### src/rtl/msrv32_trap_control.sv
// Machine-mode trap sequencer: detects exceptions, interrupts and MRET, then
// steers the PC mux, pipeline flush and CSR update strobes for one cycle.
module msrv32_trap_control (
  input  logic       ms_riscv32_mp_clk_in,
  input  logic       ms_riscv32_mp_rst_in,
  input  logic       illegal_instr_in,
  input  logic       misaligned_load_in,
  input  logic       misaligned_store_in,
  input  logic       misaligned_instr_in,
  input  logic [4:0] opcode_6_to_2_in,
  input  logic [2:0] funct3_in,
  input  logic [6:0] funct7_in,
  input  logic [4:0] rs2_addr_in,
  input  logic [4:0] rs1_addr_in,
  input  logic [4:0] rd_addr_in,
  input  logic       mie_in,
  input  logic       meie_in,
  input  logic       mtie_in,
  input  logic       msie_in,
  input  logic       meip_in,
  input  logic       mtip_in,
  input  logic       msip_in,
  output logic       trap_taken_out,
  output logic [1:0] pc_src_out,
  output logic       flush_out,
  output logic       set_epc_out,
  output logic       set_cause_out,
  output logic [3:0] cause_out,
  output logic       i_or_e_out,
  output logic       mie_clear_out,
  output logic       mie_set_out,
  output logic       misaligned_exception_out,
  output logic       instret_inc_out
);

  // state       | meaning
  // RESET       | boot: PC from boot address, pipeline flushed
  // OPERATING   | normal execution, traps and MRET accepted
  // TRAP_TAKEN  | one cycle: jump to vector, write mepc/mcause, clear MIE
  // TRAP_RETURN | one cycle: jump to mepc, set MIE
  typedef enum logic [1:0] {RESET, OPERATING, TRAP_TAKEN, TRAP_RETURN} state_t;

  state_t state, next_state;

  logic is_system, is_ecall, is_ebreak, is_mret_instr, is_mret;
  logic mei, msi, mti, exc, irq;
  logic [3:0] cause_next;
  logic       mis_next;

  assign is_system     = (opcode_6_to_2_in == 5'b11100) && (funct3_in == 3'b000) &&
                         (rs1_addr_in == 5'd0) && (rd_addr_in == 5'd0);
  assign is_ecall      = is_system && (funct7_in == 7'b0000000) && (rs2_addr_in == 5'b00000);
  assign is_ebreak     = is_system && (funct7_in == 7'b0000000) && (rs2_addr_in == 5'b00001);
  assign is_mret_instr = is_system && (funct7_in == 7'b0011000) && (rs2_addr_in == 5'b00010);

  assign mei = meie_in & meip_in;
  assign msi = msie_in & msip_in;
  assign mti = mtie_in & mtip_in;

  assign exc = misaligned_instr_in | illegal_instr_in | is_ebreak |
               misaligned_load_in | misaligned_store_in | is_ecall;
  assign irq = mie_in & (mei | msi | mti);

  assign trap_taken_out = (state == OPERATING) & (exc | irq);
  assign is_mret        = (state == OPERATING) & is_mret_instr & ~trap_taken_out;

  // Exceptions outrank interrupts; within each group the order is fixed.
  always_comb begin
    cause_next = 4'd0;
    mis_next   = 1'b0;
    if (misaligned_instr_in) begin
      cause_next = 4'd0;
      mis_next   = 1'b1;
    end else if (illegal_instr_in) begin
      cause_next = 4'd2;
    end else if (is_ebreak) begin
      cause_next = 4'd3;
    end else if (misaligned_load_in) begin
      cause_next = 4'd4;
      mis_next   = 1'b1;
    end else if (misaligned_store_in) begin
      cause_next = 4'd6;
      mis_next   = 1'b1;
    end else if (is_ecall) begin
      cause_next = 4'd11;
    end else if (mei) begin
      cause_next = 4'd11;
    end else if (msi) begin
      cause_next = 4'd3;
    end else if (mti) begin
      cause_next = 4'd7;
    end
  end

  always_ff @(posedge ms_riscv32_mp_clk_in or posedge ms_riscv32_mp_rst_in) begin
    if (ms_riscv32_mp_rst_in) begin
      state <= RESET;
    end else begin
      state <= next_state;
    end
  end

  always_ff @(posedge ms_riscv32_mp_clk_in or posedge ms_riscv32_mp_rst_in) begin
    if (ms_riscv32_mp_rst_in) begin
      cause_out                <= 4'd0;
      i_or_e_out               <= 1'b0;
      misaligned_exception_out <= 1'b0;
    end else if (trap_taken_out) begin
      cause_out                <= cause_next;
      i_or_e_out               <= ~exc;
      misaligned_exception_out <= mis_next;
    end
  end

  always_comb begin
    next_state      = state;
    pc_src_out      = 2'b11;
    flush_out       = 1'b0;
    set_epc_out     = 1'b0;
    set_cause_out   = 1'b0;
    mie_clear_out   = 1'b0;
    mie_set_out     = 1'b0;
    instret_inc_out = 1'b0;
    case (state)
      RESET: begin
        next_state = OPERATING;
        pc_src_out = 2'b00;
        flush_out  = 1'b1;
      end
      OPERATING: begin
        if (trap_taken_out)  next_state = TRAP_TAKEN;
        else if (is_mret)    next_state = TRAP_RETURN;
        pc_src_out      = 2'b11;
        instret_inc_out = ~trap_taken_out;
      end
      TRAP_TAKEN: begin
        next_state    = OPERATING;
        pc_src_out    = 2'b10;
        flush_out     = 1'b1;
        set_epc_out   = 1'b1;
        set_cause_out = 1'b1;
        mie_clear_out = 1'b1;
      end
      TRAP_RETURN: begin
        next_state  = OPERATING;
        pc_src_out  = 2'b01;
        flush_out   = 1'b1;
        mie_set_out = 1'b1;
      end
      default: begin
        next_state = RESET;
      end
    endcase
  end

endmodule

### config.mk
export PLATFORM = sky130hd
export DESIGN_NAME = msrv32_trap_control
export DESIGN_NICKNAME = d
export VERILOG_FILES = /design/src/rtl/msrv32_trap_control.sv
export SDC_FILE = /design/constraint.sdc
export NUM_CORES = 1
export LEC_CHECK = 0
export ABC_AREA = 1
export CAP_MARGIN = 10
export CORE_ASPECT_RATIO = 0.75
export CORE_MARGIN = 2
export CORE_UTILIZATION = 29
export DETAILED_ROUTE_END_ITERATION = 7
export PLACE_DENSITY = 0.76
export SETUP_SLACK_MARGIN = 0.1
export SLEW_MARGIN = 20
export SYNTH_ARGS = -nofsm -noshare
export SYNTH_HDL_FRONTEND = slang
export SYNTH_SLANG_ARGS = --single-unit
### constraint.sdc
create_clock -name ms_riscv32_mp_clk_in -period 1.65 [get_ports ms_riscv32_mp_clk_in]
set_clock_uncertainty 0.1 [all_clocks]
set_input_delay 0.4125 -clock ms_riscv32_mp_clk_in [delete_from_list [all_inputs] [get_ports ms_riscv32_mp_clk_in]]
set_output_delay 0.4125 -clock ms_riscv32_mp_clk_in [all_outputs]
set_load 0.02 [all_outputs]
==> results.yml <==
sta:
  setup_viol_count_final: 7
  max_clock_freq_ghz: 0.4982
  timing.final.crit_period_ps: 2007
  worstMarginPinSlew_ps: 302.9
  slew_viol_final: 0
  rsz0062_at_grt: "true"
  hold_viol_final: 0
  slew_headroom_pct: 79.78
  post-route-period-util_pct: 121.6
  setup_ws_ps: -357.2
yosys:
  synth.area.top_cells: "dfrtp_1 28%, nand2_1 16%, nor2_1 12%"
  ys_ff_latch: 8
  synth_area_sq_um: 713.2
  ys_warn_count: 0
  ys_seq_area_share_pct: 28.07
  synth_cells: 108
  avgSynthCellArea_sq_um: 6.604
  netlist.area_leader.share_pct: 28.07
  synth_top_area_cell: "dfrtp_1"
  synth_fp_nets: 155
  yosysUniqueCellTypes: 24
cts:
  htree_levels: 1
  cts_tree: "done"
  cts_made_buffers: 3
  worstSkewPairLatency_ps: 250
  clock_sinks: 8
  cts.reportedPaths.clkPinSlew_ps: 50
  cts_buffer_depth: 2
  hold_buffers: 0
  cts_root_buffer: "clkbuf_4"
finish:
  fillers: 169
  drive_above_1_share_pct: 60.50
  stdcell_count: 234
  fin_nets: 249
  synthToLayoutAreaGrowth_pct: 148.8
  post-route-util_pct: 76.86
  antenna_cells: 0
drt:
  vias_per_cell: 4.432
  drtIter0Drc: 11
  drc: 0
  routed_wl_microns: 2901
  drtAntennaViolNets: 0
  dr.pass1.iters: 4
  via_count: 1037
  post_drt_wl_per_cell_microns: 12.40
floorplanning:
  die_x_microns: 61.26
  core_sq_um: 2308
  initial_core_util_pct: 30.89
  die_area_sq_um: 2876
  die_h_microns: 46.95
  ioPinCount: 58
  rows: 15
power:
  power.density_nw_per_um2: 336.5
  power_leakage_uw: 0.0008610
  worst_ir_drop_vdd_mv: 0.3557
critical_path:
  ff2ff_path_depth: 8
  critPathLaunchType: "input pin"
  r2r-start: "state[0]"
  critical_path.max_fanout: 3
  cp.arrival_ps: 1490
  crit_start: "rs1_addr_in[4]"
  required_ps: 1140
  endpoint_kind: "output port"
  crit_type: "in -> out"
placement:
  io_buffer_count: 57
  dp_hpwl_microns: 2076
  dp_cells: 215
  finalWeightedCongestion: 0.8409
run_status:
  violations: "setup timing"
  status: "finished with violations"
global_route:
  gr-total-overflow: 0
  grtUsageTotal_pct: 21.71
  grt_max_degree: 9
  grt_pass1_wl_microns: 4560
  grt_pass1_vias: 1050
  antenna_found_initial: 0
flow_run:
  cap_violations: 0
min_path:
  min_path_type: "in -> async"
==> worst paths after layout <==
path | end | slack (ps)
worst max-delay path | trap_taken_out | -360
worst min-delay path | state[0] | 330
worst max register to register | cause_out[3] | 240
worst min register to register | cause_out[3] | 380
max in group asynchronous | cause_out[0] | 890
min in group ms_riscv32_mp_clk_in | cause_out[3] | 380
==> placed cells by master, fill, tap and decap left out, drive strengths merged <==
master	count
clkdlybuf4s15	3
dlygate4sd2	14
nand3b	1
a21oi	4
clkdlybuf4s50	8
and2	2
nor2	25
inv	11
a31oi	1
and2b	1
o21ai	2
dfrtp	8
a21o	1
nand2	36
nor4	1
ha	4
nand3	5
nand4	1
nor3	2
o211ai	1
clkbuf	10
buf	59
==> cells by family after synthesis <==
family	count (synthesis)	share of synthesized area, %
AO/OA/AOI/OAI	9	8.772
adder cells (fa/ha/maj)	4	7.018
buffers and inverters	13	7.894
flip-flops	8	28.07
AND/OR/NAND/NOR	74	48.25
==> synthesized netlist by cell type <==
master	count
nor2_2	1
inv_1	11
o211ai_1	1
nor2_4	2
a21oi_4	1
nand3_1	3
a21o_1	1
ha_1	4
a21oi_1	3
a31oi_1	1
nand3_2	2
o21ai_1	1
nand2_1	31
o21ai_0	1
and2b_1	1
nor4_1	1
nand3b_1	1
and2_1	2
nor2_1	22
nor3_1	2
dfrtp_1	8
buf_4	2
nand2_2	5
nand4_1	1
==> per-layer routing <==
| metal | track usage, % | part of all wire [%] | vias to the layer above |
|---|---|---|---|
| met2 | 44.04 | 56 | 29 |
| met5 | 0 | 0 | - |
| li1 | - | - | 524 |
| met4 | 1.304 | 0 | 0 |
| met3 | 4.132 | 3.7 | 0 |
| met1 | 24.71 | 41 | 484 |
==> state kept, by name (all words and copies together), names as in the netlist <==
signal and cells:
i_or_e_out 1, state 2, cause_out 4, misaligned_exception_out 1
==> worst max-delay path: stages <==
cell and delay (ps):
buf_6 90, nor2_4 90, nand2_2 50, nor2_2 110
nand2_2 70, nor2_4 140, nand3_2 110, nand2_2 110
nor2_4 50, a21oi_4 120, buf_6 130
==> power by group <==
part | leakage [uW] | total [uW] | switching [uW] | internal, uW
clock network | 0.0000138 | 145 | 62.5 | 83.0
logic | 0.000746 | 242 | 106 | 136
registers | 0.000102 | 209 | 4.69 | 204
total | 0.000861 | 597 | 173 | 424
==> metrics by stage <==
stage / hold slack [ps] / TNS, ps / instance area, sq um / power, uW / worst slack [ps]
after floorplan: 128.2 / -340.8 / 730.7 / 279.8 / -171.7
after global placement: 367.8 / -7565 / 1464 / 426.7 / -1147
after detailed placement: 369.4 / -8562 / 1464 / 431.2 / -1220
after CTS: 329.2 / -1055 / 1625 / 573.6 / -391.6
after global routing: 339.7 / -1891 / 1774 / 636.3 / -456.2
final: 327.2 / -1151 / 1774 / 597.0 / -357.2
==> repair_timing <==
| item | in CTS | in global routing |
|---|---|---|
| resized for setup | 177 | 46 |
| setup endpoints to repair | 23 | 17 |
| pin swaps | 34 | 34 |
| buffers inserted | 13 | 5 |
==> cell type report <==
type                            instances  area, sq um  share of cell area (%)
Clock buffer                            3        22.52                   1.269
Inverter                               11        51.30                   2.891
Multi-Input combinational cell         87        660.6                   37.24
Sequential cell                         8        200.2                   11.28
Tap cell                               34        42.54                   2.398
Timing Repair Buffer                   91        797.0                   44.92
(Power assumes the default switching activity.)
